[config.mk]
export PLATFORM = sky130hd
export DESIGN_NAME = pipeline_stage_buffer
export DESIGN_NICKNAME = d
export VERILOG_FILES = /design/src/rtl/pipeline_stage_buffer.sv
export SDC_FILE = /design/constraint.sdc
export NUM_CORES = 1
export LEC_CHECK = 0
export ABC_CLOCK_PERIOD_IN_PS = 3200
export CORE_MARGIN = 2
export CORE_UTILIZATION = 35
export CTS_CLUSTER_DIAMETER = 120
export DETAILED_ROUTE_END_ITERATION = 7
export GPL_TIMING_DRIVEN = 0
export PLACE_DENSITY = 0.69
export REMOVE_ABC_BUFFERS = 1
export SLEW_MARGIN = 10
export SYNTH_ARGS = -nofsm -noshare
export SYNTH_HDL_FRONTEND = slang
export SYNTH_SLANG_ARGS = --single-unit
[constraint.sdc]
create_clock -name CLOCK -period 3.2 [get_ports CLOCK]
set_input_delay 0.64 -clock CLOCK [delete_from_list [all_inputs] [get_ports CLOCK]]
set_output_delay 0.64 -clock CLOCK [all_outputs]
set_load 0.1 [all_outputs]
[src/rtl/pipeline_stage_buffer.sv]
// Valid/ready pipeline stage: one-entry buffer, or two-entry skid buffer when
// PIPELINE_STAGE_SKID_EN is defined. Also counts downstream-stalled cycles.
module pipeline_stage_buffer #(
    parameter int                    DATA_WIDTH = 32,
    parameter logic [DATA_WIDTH-1:0] RESET_DATA = '0
) (
    input  logic                  CLOCK,
    input  logic                  RESET,
    input  logic                  FLUSH,
    input  logic                  IN_VALID,
    output logic                  IN_READY,
    input  logic [DATA_WIDTH-1:0] IN_DATA,
    output logic                  OUT_VALID,
    input  logic                  OUT_READY,
    output logic [DATA_WIDTH-1:0] OUT_DATA,
    output logic [15:0]           STALL_COUNT
);

    logic                  accept;
    logic                  fire;
    logic [DATA_WIDTH-1:0] main_q;
    logic [DATA_WIDTH-1:0] main_d;
    logic [15:0]           stall_q;
    logic [15:0]           stall_d;

    assign accept      = IN_VALID && IN_READY && !FLUSH;
    assign fire        = OUT_VALID && OUT_READY;
    assign OUT_DATA    = main_q;
    assign STALL_COUNT = stall_q;

`ifdef PIPELINE_STAGE_SKID_EN

    typedef enum logic [1:0] {
        S_EMPTY,
        S_ONE,
        S_TWO
    } state_t;

    state_t                state_q;
    state_t                state_d;
    logic [DATA_WIDTH-1:0] skid_q;
    logic [DATA_WIDTH-1:0] skid_d;

    // Ready comes straight from the state register, so it never depends on OUT_READY.
    assign IN_READY  = (state_q != S_TWO);
    assign OUT_VALID = (state_q != S_EMPTY);

    always_comb begin
        state_d = state_q;
        main_d  = main_q;
        skid_d  = skid_q;
        if (FLUSH) begin
            state_d = S_EMPTY;
        end else begin
            unique case (state_q)
                S_EMPTY: begin
                    if (accept) begin
                        state_d = S_ONE;
                        main_d  = IN_DATA;
                    end
                end
                S_ONE: begin
                    if (accept && fire) begin
                        main_d = IN_DATA;
                    end else if (accept) begin
                        state_d = S_TWO;
                        skid_d  = IN_DATA;
                    end else if (fire) begin
                        state_d = S_EMPTY;
                    end
                end
                S_TWO: begin
                    if (fire) begin
                        state_d = S_ONE;
                        main_d  = skid_q;
                    end
                end
                default: state_d = S_EMPTY;
            endcase
        end
    end

    always_ff @(posedge CLOCK) begin
        if (RESET) begin
            state_q <= S_EMPTY;
            skid_q  <= RESET_DATA;
        end else begin
            state_q <= state_d;
            skid_q  <= skid_d;
        end
    end

`else

    typedef enum logic {
        S_EMPTY,
        S_FULL
    } state_t;

    state_t state_q;
    state_t state_d;

    assign OUT_VALID = (state_q == S_FULL);
    assign IN_READY  = !OUT_VALID || OUT_READY;

    always_comb begin
        state_d = state_q;
        main_d  = main_q;
        if (FLUSH) begin
            state_d = S_EMPTY;
        end else begin
            unique case (state_q)
                S_EMPTY: begin
                    if (accept) begin
                        state_d = S_FULL;
                        main_d  = IN_DATA;
                    end
                end
                S_FULL: begin
                    // Accept while full implies a fire: the new payload replaces the old.
                    if (accept) begin
                        main_d = IN_DATA;
                    end else if (fire) begin
                        state_d = S_EMPTY;
                    end
                end
            endcase
        end
    end

    always_ff @(posedge CLOCK) begin
        if (RESET) begin
            state_q <= S_EMPTY;
        end else begin
            state_q <= state_d;
        end
    end

`endif

    always_comb begin
        stall_d = stall_q;
        if (OUT_VALID && !OUT_READY && (stall_q != 16'hFFFF)) begin
            stall_d = stall_q + 16'd1;
        end
    end

    always_ff @(posedge CLOCK) begin
        if (RESET) begin
            main_q  <= RESET_DATA;
            stall_q <= '0;
        end else begin
            main_q  <= main_d;
            stall_q <= stall_d;
        end
    end

endmodule

==> results.md, run 1 <==
* Outcome: completed
* Clock skew at 0.005314 ns
* Hold WC Path Type: reg2reg
* Final max-slew violation count at 0
* CTS tree: done
* Hold WS at 0.4569 ns
* Area Growth Syn to Fin at 53.98%
* Via density per instance at just under 5
* Pwr dens at around 420 mW/mm2
* Relative slew slack at 0.3279
* Clock Path Buffers at 2
* Final Setup Violations at 0
* Reg2reg path depth at 6
* Critical Path End Type: output pin
* Synthesized cell area at 0.001963 mm2
* Hold-fix buffers, CTS at 0
* Sequential-to-total area share from yosys stat at 0.4997
* Crit-path max FO at 5
* Maxcap violations at 0
* Most frequent cells in the layout: clkdlybuf4s50_1, nand2_1, dfxtp_1
* Most common cell after layout, fill and taps aside: clkdlybuf4s50_1
* Full die area at between 0.006 and 0.007 mm2
* Post-Synthesis Cells at ~240
* Reg2reg start: STALL_COUNT[0]
* Lkg Pwr at 1.047 nW
* VDD IR max at 249.4 uV
* Routed wire per std cell at 12.77 um
* DP HPWL at 3.594 mm
* Tmin final at 3.017 ns
* Dpl cell area at approximately 0.003 mm2
* Synth Area per Inst at around 8.3 um2
* Placed instance count at roughly 390
* Iteration count of the initial detailed-routing pass at 4
* Die W at 78.89 um
* # port buffers at 86
* First-pass GRT wire length at 8.307 mm
* Final ANT Viol Nets at 0
* Ant. Diodes at 0
* Initial antenna violation count at 0
* Iter 0 DRT Violations at between 80 and 90
* Die H at 78.89 um
* Gr ovfl total at 0
* Required time worst endpoint at 2.56 ns
* Yosys reg bits at 49
* Row cnt at 27
* WS Path Type: in2out
* Clk_lat worst skew at 0.29 ns
* RePlAce Congestion at 0.7591
* RSZ-0062 raised after global routing: false
* Core area at 0.005473 mm2
* Hold Path Sink: OUT_DATA[10]
* Ys Warns at 0
* Final TNS setup at 0 ns
* Drt total wl at ~5.0 mm
* Worst hold path depth at 2
* Ys async rst share at 0
* CP startpoint kind: input port
* Worst EP arrival at ~2.4 ns
* Htree depth at 2
* Endpoints failing hold at 0
* Share of layout cells above drive strength 1 at 0.06502
* Reg-to-reg endpoint: STALL_COUNT[1]
* Vias at 1,939
* I/O Pins at 87
* Design Area, Final at 0.003023 mm2
* Non-Filler Instances at a little under 400
* Largest net degree at the start of global routing at 27
* Total GRT Usage at 0.1641
* FF-to-FF setup slack at approximately 1.2 ns
* Peak Freq at 0.3315 GHz
* Num CTS Buffers at 5
* Number of synthesized flops with an enable pin at 0
* Hold Crit Start: OUT_DATA[10]
* Number of global-route vias before repair at about 1,800
* Yosys cell types at 37
* Root Driver: clkbuf_8
* Tightest Pin Transition at 1.005 ns
* Drc violations at 0
* Final Net Count at 360
* Leading register cell type out of synthesis: dfxtp_1
* Effective utilization at floorplan at 0.3587
* Fin crit share at 0.9427
* Reg clk slew, reported paths at roughly 0.08 ns
* # clock sinks at ~50
==> cell families (layout without fill, tap and decap cells) <==
group | count (synthesis) | after routing | synth area share
buffers and inverters | 17 | 103 | 0.04015
AO/OA/AOI/OAI | 57 | 57 | 0.1606
multiplexers | 2 | 2 | 0.01274
flip-flops | 49 | 49 | 0.4997
XOR/XNOR | 2 | 2 | 0.008925
AND/OR/NAND/NOR | 109 | 109 | 0.2715
adder cells (fa/ha/maj) | 1 | 1 | 0.006372
==> final cells by class <==
cell class / count / area (um2)
Multi-Input combinational cell: 171 / 919.6
Timing Repair Buffer: 91 / 930.9
Clock buffer: 5 / 68.82
Tap cell: 72 / 90.09
Fill cell: 524 / 2450
Clock inverter: 3 / 17.52
Sequential cell: 49 / 980.9
Inverter: 4 / 15.01
==> worst max-delay path by stage <==
stage / from / endpoint / slack [ns] / cells past startpoint
floorplan: OUT_VALID / OUT_DATA[0] / 0.09 / 4
global placement: OUT_READY / OUT_DATA[7] / -1.58 / 5
detailed placement: OUT_READY / IN_READY / -0.11 / 4
CTS: OUT_READY / IN_READY / 0.16 / 4
global route: OUT_READY / IN_READY / 0.13 / 4
finish: OUT_READY / IN_READY / 0.18 / 4
==> power breakdown <==
part	leakage, nW	switching, W	internal (W)
logic	0.605	0.000199	0.0000919
registers	0.399	0.00000984	0.000629
clock network	0.0439	0.000201	0.000151
==> repair_timing <==
item,4_1_cts,5_1_grt
endpoints found under the hold margin,0,0
setup endpoints to repair,1,0
buffers inserted,0,0
gates resized for setup,1,0
==> critical path, stage by stage <==
cell and delay [ns]:
clkdlybuf4s50_1 0.47, and2b_1 0.26, inv_1 0.14, dlygate4sd2_1 0.87
==> sequential cells by signal, summed over array words and instances (netlist names) <==
name         flops
STALL_COUNT     16
OUT_VALID        1
OUT_DATA        32
==> stage by stage <==
stage	setup slack (ns)	total power, W	util
floorplan	0.08841	0.0008334	-
global placement	-1.580	0.0009366	0.5208
detailed placement	-0.1097	0.0009465	0.5368
CTS	0.1632	0.001303	0.5524
global route	0.1332	0.001343	0.5524
finish	0.1833	0.001282	0.5524
==> Yosys cell counts, types with 2 or more instances <==
master / instances / share of area
buf_2: 3 / 0.0076
nor3_1: 2 / 0.0051
clkbuf_1: 8 / 0.015
and4_1: 2 / 0.0089
nand3_1: 3 / 0.0076
o21ai_1: 5 / 0.013
nor2_1: 6 / 0.011
o31ai_1: 5 / 0.019
inv_1: 4 / 0.0076
dfxtp_1: 49 / 0.50
nand2_1: 67 / 0.13
and3_1: 3 / 0.0096
a21oi_1: 43 / 0.11
or4_1: 5 / 0.019
or3_1: 6 / 0.019
nand4_2: 2 / 0.013
nand4_1: 4 / 0.013
==> metal layers <==
metal	global-route usage	part of all wire	wire [um]
met2	0.2923	0.49	2463
met1	0.1907	0.44	2214
met3	0.04432	0.061	307
met5	0	0	0
met4	0.05345	0.011	57
(Power assumes the default switching activity.)
==> run 2, diff against run 1 <==
--- a/config.mk
+++ b/config.mk
@@ -10,8 +10,8 @@
 export CORE_UTILIZATION = 35
 export CTS_CLUSTER_DIAMETER = 120
 export DETAILED_ROUTE_END_ITERATION = 7
+export DONT_BUFFER_PORTS = 1
 export GPL_TIMING_DRIVEN = 0
-export PLACE_DENSITY = 0.69
 export REMOVE_ABC_BUFFERS = 1
 export SLEW_MARGIN = 10
 export SYNTH_ARGS = -nofsm -noshare
==> results.md, run 2 (synthesized netlist as in run 1, its figures left out) <==
* Outcome: completed (unchanged)
* Tightest Pin Transition at 1.197 ns (was 1.005 ns)
* # clock sinks at 49 (unchanged)
* Row cnt at 27 (unchanged)
* Clk pwr share at 0.347 (was 0.275)
* I/O Pins at 87 (unchanged)
* Clk_lat worst skew at 0.30 ns (was 0.29 ns)
* Most frequent cells in the layout: nand2_1, dfxtp_1, a21oi_1 (was clkdlybuf4s50_1, nand2_1, dfxtp_1)
* Comb pwr share at 0.041 (was 0.227)
* Core area at 0.005473 mm2 (unchanged)
* Final ANT Viol Nets at 0 (unchanged)
* Non-Filler Instances at 309 (was 395)
* Hold WC Path Type: in2reg (was reg2reg)
* Fin crit share at 0.9460 (was 0.9427)
* Largest net degree at the start of global routing at 51 (was 27)
* Layout filler cell count at 587 (was 524)
* Final Net Count at 274 (was 360)
* Iter 0 DRT Violations at 127 (was 87)
* Metal1 wirelength at 2.033 mm (was 2.214 mm)
* Number of global-route vias before repair at 1,395 (was 1,838)
* Die H at 78.89 um (unchanged)
* Hold-fix buffers, CTS at 0 (unchanged)
* Iteration count of the initial detailed-routing pass at 4 (unchanged)
* VDD IR max at 222.2 uV (was 249.4 uV)
* RSZ-0062 raised after global routing: false (unchanged)
* Lkg Pwr at 0.7312 nW (was 1.047 nW)
* Delay-heaviest family, CP: simple AND/OR/NAND/NOR gates (was buffers and inverters)
* Placed instance count at 299 (was 387)
* Critical Path End Type: flop (was output pin)
* Maxcap violations at 0 (unchanged)
* Crit-path max FO at 16 (was 5)
* Switching fraction of total power at 0.3107 (was 0.3199)
* Net Switching at 0.0003984 W (was 0.0004103 W)
* CTS tree: done (unchanged)
* Relative slew slack at 0.2007 (was 0.3279)
* Final Setup Violations at 0 (unchanged)
* Full die area at 0.006224 mm2 (unchanged)
* Final max-slew violation count at 0 (unchanged)
* Effective utilization at floorplan at 0.3587 (unchanged)
* Initial antenna violation count at 0 (unchanged)
* Max reg flops at 32 (unchanged)
* Vias at 1,644 (was 1,939)
* Internal at 0.0008836 W (was 0.0008721 W)
* Hold WS at 0.3954 ns (was 0.4569 ns)
* DP HPWL at 3.102 mm (was 3.594 mm)
* Met2 routed WL at 2.220 mm (was 2.463 mm)
* # port buffers at 0 (was 86)
* Via density per instance at 5.320 (was 4.909)
* Total GRT Usage at 0.1497 (was 0.1641)
* Ant. Diodes at 0 (unchanged)
* Routed wire per std cell at 15.25 um (was 12.77 um)
* Area Growth Syn to Fin at 10.13% (was 53.98%)
* Tmin final at 3.027 ns (was 3.017 ns)
* Root Driver: clkbuf_8 (unchanged)
* Peak Freq at 0.3304 GHz (was 0.3315 GHz)
* Reg clk slew, reported paths at 0.09 ns (was 0.08 ns)
* Most common cell after layout, fill and taps aside: nand2_1 (was clkdlybuf4s50_1)
* Clock skew at 0.004293 ns (was 0.005314 ns)
* Gr ovfl total at 0 (unchanged)
* Slowest stage delay, CP at 0.76 ns (was 0.87 ns)
* Die W at 78.89 um (unchanged)
* RePlAce Congestion at 0.7313 (was 0.7591)
* Worst EP arrival at 3.23 ns (was 2.38 ns)
* Num CTS Buffers at 5 (unchanged)
* Pwr Total at 0.001282 W (about the same)
* Uppermost layer routed: met4 (unchanged)
* CP Buf/Inv Count at 1 (was 3)
* Drt total wl at 4.712 mm (was 5.044 mm)
* WS Path Type: reg2reg (was in2out)
* First-pass GRT wire length at 7.279 mm (was 8.307 mm)
* Share of layout cells above drive strength 1 at 0.07595 (was 0.06502)
* Crit path max-delay cell type: inv_1 (was dlygate4sd2_1)
* Clock Path Buffers at 2 (unchanged)
* Worst-path cell chain: and2b_1 -> inv_1 -> nand3b_1 -> nand2_1 -> a21oi_1 (was clkdlybuf4s50_1 -> and2b_1 -> inv_1 -> dlygate4sd2_1)
* Htree depth at 2 (unchanged)
* CP startpoint kind: flop (was input port)
* Pwr dens at 593.0 mW/mm2 (was 424.2 mW/mm2)
* Sequential share of power at 0.612 (was 0.498)
* Endpoints failing hold at 0 (unchanged)
* Drc violations at 0 (unchanged)
* Met3 routed wirelength at 385 um (was 307 um)
* Required time worst endpoint at 3.40 ns (was 2.56 ns)
## run 2: per-stage QoR
stage                     setup TNS, ns  setup WS (ns)    util  area (um2)
after floorplan                       0        0.08841       -        1899
after global placement           -33.61         -1.040  0.3635        1989
after detailed placement         -7.523        -0.2591  0.3720        2036
after CTS                             0         0.1043  0.3937        2155
after global routing                  0        0.08590  0.3951        2162
final                                 0         0.1729  0.3951        2162
## run 2: worst paths after layout
| kind | start | end | slack [ns] | cells after the start |
|---|---|---|---|---|
| worst max-delay path | OUT_VALID | OUT_DATA[11] | 0.17 | 5 |
| worst min-delay path | RESET | STALL_COUNT[3] | 0.40 | 1 |
| worst max register to register | OUT_VALID | OUT_DATA[11] | 0.17 | 5 |
| worst min register to register | OUT_DATA[28] | OUT_DATA[28] | 0.91 | 2 |
## run 2: final cells by class
| type | count | area, um2 | area share |
|---|---|---|---|
| multi-input cells | 172 | 927.1 | 0.4288 |
| flip-flops and latches | 49 | 980.9 | 0.4537 |
| inverters | 4 | 15.01 | 0.006944 |
| repair buffers | 4 | 37.54 | 0.01736 |
| well taps | 72 | 90.09 | 0.04167 |
| clock inverters | 2 | 38.79 | 0.01794 |
| clock buffers | 6 | 72.57 | 0.03356 |
## run 2: layer usage
| layer | up-vias | GRT usage |
|---|---|---|
| met1 | 764 | 0.1962 |
| met5 | - | 0 |
| li1 | 818 | - |
| met3 | 6 | 0.05341 |
| met2 | 56 | 0.2291 |
| met4 | 0 | 0.05172 |
## run 2: timing repair
item | in CTS | in global routing
setup buffers | 0 | 1
setup endpoints to repair | 32 | 6
pin swaps | 1 | 1
gates resized for setup | 0 | 0
hold endpoints to repair | 0 | 0
cloned | 1 | 0
## run 2: power by group through the flow
stage | registers, W | logic, W | clock network, W
2_1_floorplan | 0.000795 | 0.0000384 | 0
3_3_place_gp | 0.000799 | 0.0000461 | 0
3_5_place_dp | 0.000799 | 0.0000505 | 0
4_1_cts | 0.000786 | 0.0000521 | 0.000463
5_1_grt | 0.000787 | 0.0000591 | 0.000488
6_report | 0.000785 | 0.0000527 | 0.000445
==> run 3, diff against run 2 <==
--- a/config.mk
+++ b/config.mk
@@ -9,9 +9,11 @@
 export CORE_MARGIN = 2
 export CORE_UTILIZATION = 35
 export CTS_CLUSTER_DIAMETER = 120
+export CTS_CLUSTER_SIZE = 30
 export DETAILED_ROUTE_END_ITERATION = 7
 export DONT_BUFFER_PORTS = 1
 export GPL_TIMING_DRIVEN = 0
+export PLACE_DENSITY = 0.58
 export REMOVE_ABC_BUFFERS = 1
 export SLEW_MARGIN = 10
 export SYNTH_ARGS = -nofsm -noshare
==> results.md, run 3 (synthesized netlist as in run 1, its figures left out) <==
* Outcome: completed (unchanged)
* Iter 0 DRT Violations at 94 (was 127)
* CP Buf/Inv Count at 1 (unchanged)
* Final ANT Viol Nets at 0 (unchanged)
* Fin util at 0.3960 (was 0.3951)
* Area Growth Syn to Fin at 10.39% (was 10.13%)
* Slowest stage delay, CP at 0.76 ns (about the same)
* WS Path Type: reg2reg (unchanged)
* Most frequent cells in the layout: nand2_1, dfxtp_1, a21oi_1 (unchanged)
* Hold Crit Start: RESET (unchanged)
* Worst-path cell chain: and2b_1 -> inv_1 -> nand3b_1 -> nand2_1 -> a21oi_1 (unchanged)
* Pwr dens at 598.9 mW/mm2 (was 593.0 mW/mm2)
* First-pass GRT wire length at 7.307 mm (was 7.279 mm)
* Design Area, Final at 0.002167 mm2 (was 0.002162 mm2)
* Relative slew slack at 0.2190 (was 0.2007)
* Iteration count of the initial detailed-routing pass at 4 (unchanged)
* Tmin final at 3.040 ns (was 3.027 ns)
* Max reg flops at 32 (unchanged)
* Core area at 0.005473 mm2 (unchanged)
* Hold Path Sink: STALL_COUNT[3] (unchanged)
* VDD IR max at 238.7 uV (was 222.2 uV)
* Drt total wl at 4.758 mm (was 4.712 mm)
* Routed wire per std cell at 15.45 um (was 15.25 um)
* Peak Freq at 0.3289 GHz (was 0.3304 GHz)
* FF-to-FF setup slack at 0.16 ns (was 0.17 ns)
* Clk pwr share at 0.355 (was 0.347)
* Worst EP arrival at 3.24 ns (was 3.23 ns)
* Htree depth at 2 (unchanged)
* Crit-path max FO at 16 (unchanged)
* RSZ-0062 raised after global routing: true (was false)
* Fin crit share at 0.9501 (was 0.9460)
* Final Net Count at 273 (was 274)
* Final max-slew violation count at 0 (unchanged)
* Ant. Diodes at 0 (unchanged)
* Die H at 78.89 um (unchanged)
* Effective utilization at floorplan at 0.3587 (unchanged)
* Vias at 1,614 (was 1,644)
* Delay-heaviest family, CP: simple AND/OR/NAND/NOR gates (unchanged)
* Most common cell after layout, fill and taps aside: nand2_1 (unchanged)
* Net Switching at 0.0003954 W (was 0.0003984 W)
* Hold WC Path Type: in2reg (unchanged)
* Critical path depth at 5 (unchanged)
* # port buffers at 0 (unchanged)
* Total GRT Usage at 0.1505 (was 0.1497)
* Lkg Pwr at 0.7298 nW (was 0.7312 nW)
* Required time worst endpoint at 3.40 ns (about the same)
* DP HPWL at 3.189 mm (was 3.102 mm)
* Full die area at 0.006224 mm2 (unchanged)
* Number of global-route vias before repair at 1,414 (was 1,395)
* Clk_lat worst skew at 0.30 ns (about the same)
* Internal at 0.0009026 W (was 0.0008836 W)
* Worst hold path depth at 1 (unchanged)
* Largest net degree at the start of global routing at 51 (unchanged)
* Die W at 78.89 um (unchanged)
* Sequential share of power at 0.605 (was 0.612)
* Gr ovfl total at 0 (unchanged)
* CTS tree: done (unchanged)
* Pwr Total at 0.001298 W (was 0.001282 W)
* # clock sinks at 49 (unchanged)
* Post-CTS setup buffers at 0 (unchanged)
* Layout filler cell count at 607 (was 587)
* Via density per instance at 5.240 (was 5.320)
* Switching fraction of total power at 0.3046 (was 0.3107)
* Num CTS Buffers at 5 (unchanged)
* Maxcap violations at 0 (unchanged)
* Tightest Pin Transition at 1.170 ns (was 1.197 ns)
* Final TNS setup at 0 ns (unchanged)
* Drc violations at 0 (unchanged)
* Crit path max-delay cell type: inv_1 (unchanged)
* Row cnt at 27 (unchanged)
* Clock skew at 0.006476 ns (was 0.004293 ns)
* Final Setup Violations at 0 (unchanged)
* Share of layout cells above drive strength 1 at 0.07627 (was 0.07595)
* Clock Path Buffers at 2 (unchanged)
* Dpl cell area at 0.002039 mm2 (was 0.002036 mm2)
* Reg clk slew, reported paths at 0.09 ns (about the same)
* Initial antenna violation count at 0 (unchanged)
* Endpoints failing hold at 0 (unchanged)
* CP startpoint kind: flop (unchanged)
* Reg-to-reg endpoint: OUT_DATA[10] (was OUT_DATA[11])
* # resized after CTS at 0 (unchanged)
* I/O Pins at 87 (unchanged)
* Root Driver: clkbuf_8 (unchanged)
* Reg2reg path depth at 5 (unchanged)
* Hold WS at 0.4017 ns (was 0.3954 ns)
* Comb pwr share at 0.040 (was 0.041)
* Hold-fix buffers, CTS at 0 (unchanged)
* Critical Path End Type: flop (unchanged)
* RePlAce Congestion at 0.7069 (was 0.7313)
* Reg2reg start: OUT_VALID (unchanged)
## run 3: timing repair
| action | in CTS | in global routing |
|---|---|---|
| cloned | 1 | 0 |
| endpoints found under the setup margin | 32 | 6 |
| endpoints found under the hold margin | 0 | 0 |
| pin swaps | 1 | 0 |
## run 3: cell type report
cell class | instances | area, um2 | area share
Inverter | 4 | 15.01 | 0.006928
Tap cell | 72 | 90.09 | 0.04157
Clock inverter | 2 | 37.54 | 0.01732
Clock buffer | 6 | 82.58 | 0.03811
Multi-Input combinational cell | 172 | 927.1 | 0.4278
Sequential cell | 49 | 980.9 | 0.4527
Timing Repair Buffer | 3 | 33.78 | 0.01559
## run 3: how the worst max path moves through the flow
stage	start	to	slack, ns
detailed placement	OUT_VALID	OUT_DATA[0]	-0.28
CTS	OUT_VALID	OUT_DATA[5]	0.11
global route	OUT_VALID	OUT_DATA[12]	-0.02
global placement	OUT_VALID	OUT_DATA[0]	-1.14
finish	OUT_VALID	OUT_DATA[10]	0.16
floorplan	OUT_VALID	OUT_DATA[0]	0.09
## run 3: layer usage
layer,up-vias,global-route usage,part of all wire
met5,-,0,0
met4,0,0.05862,0.014
met3,4,0.04659,0.064
met2,45,0.2436,0.48
met1,745,0.1876,0.44
li1,820,-,-
## run 3: metrics by stage
stage	setup WS, ns	instances
floorplan	0.08841	224
global placement	-1.143	296
detailed placement	-0.2806	299
CTS	0.1115	308
global route	-0.02212	308
finish	0.1595	308
## run 3: power by group through the flow
stage / sequential, W / clock [W] / combinational (W)
2_1_floorplan: 0.000795 / 0 / 0.0000384
3_3_place_gp: 0.000799 / 0 / 0.0000467
3_5_place_dp: 0.000800 / 0 / 0.0000518
5_1_grt: 0.000787 / 0.000502 / 0.0000591
4_1_cts: 0.000786 / 0.000475 / 0.0000530
6_report: 0.000785 / 0.000461 / 0.0000524
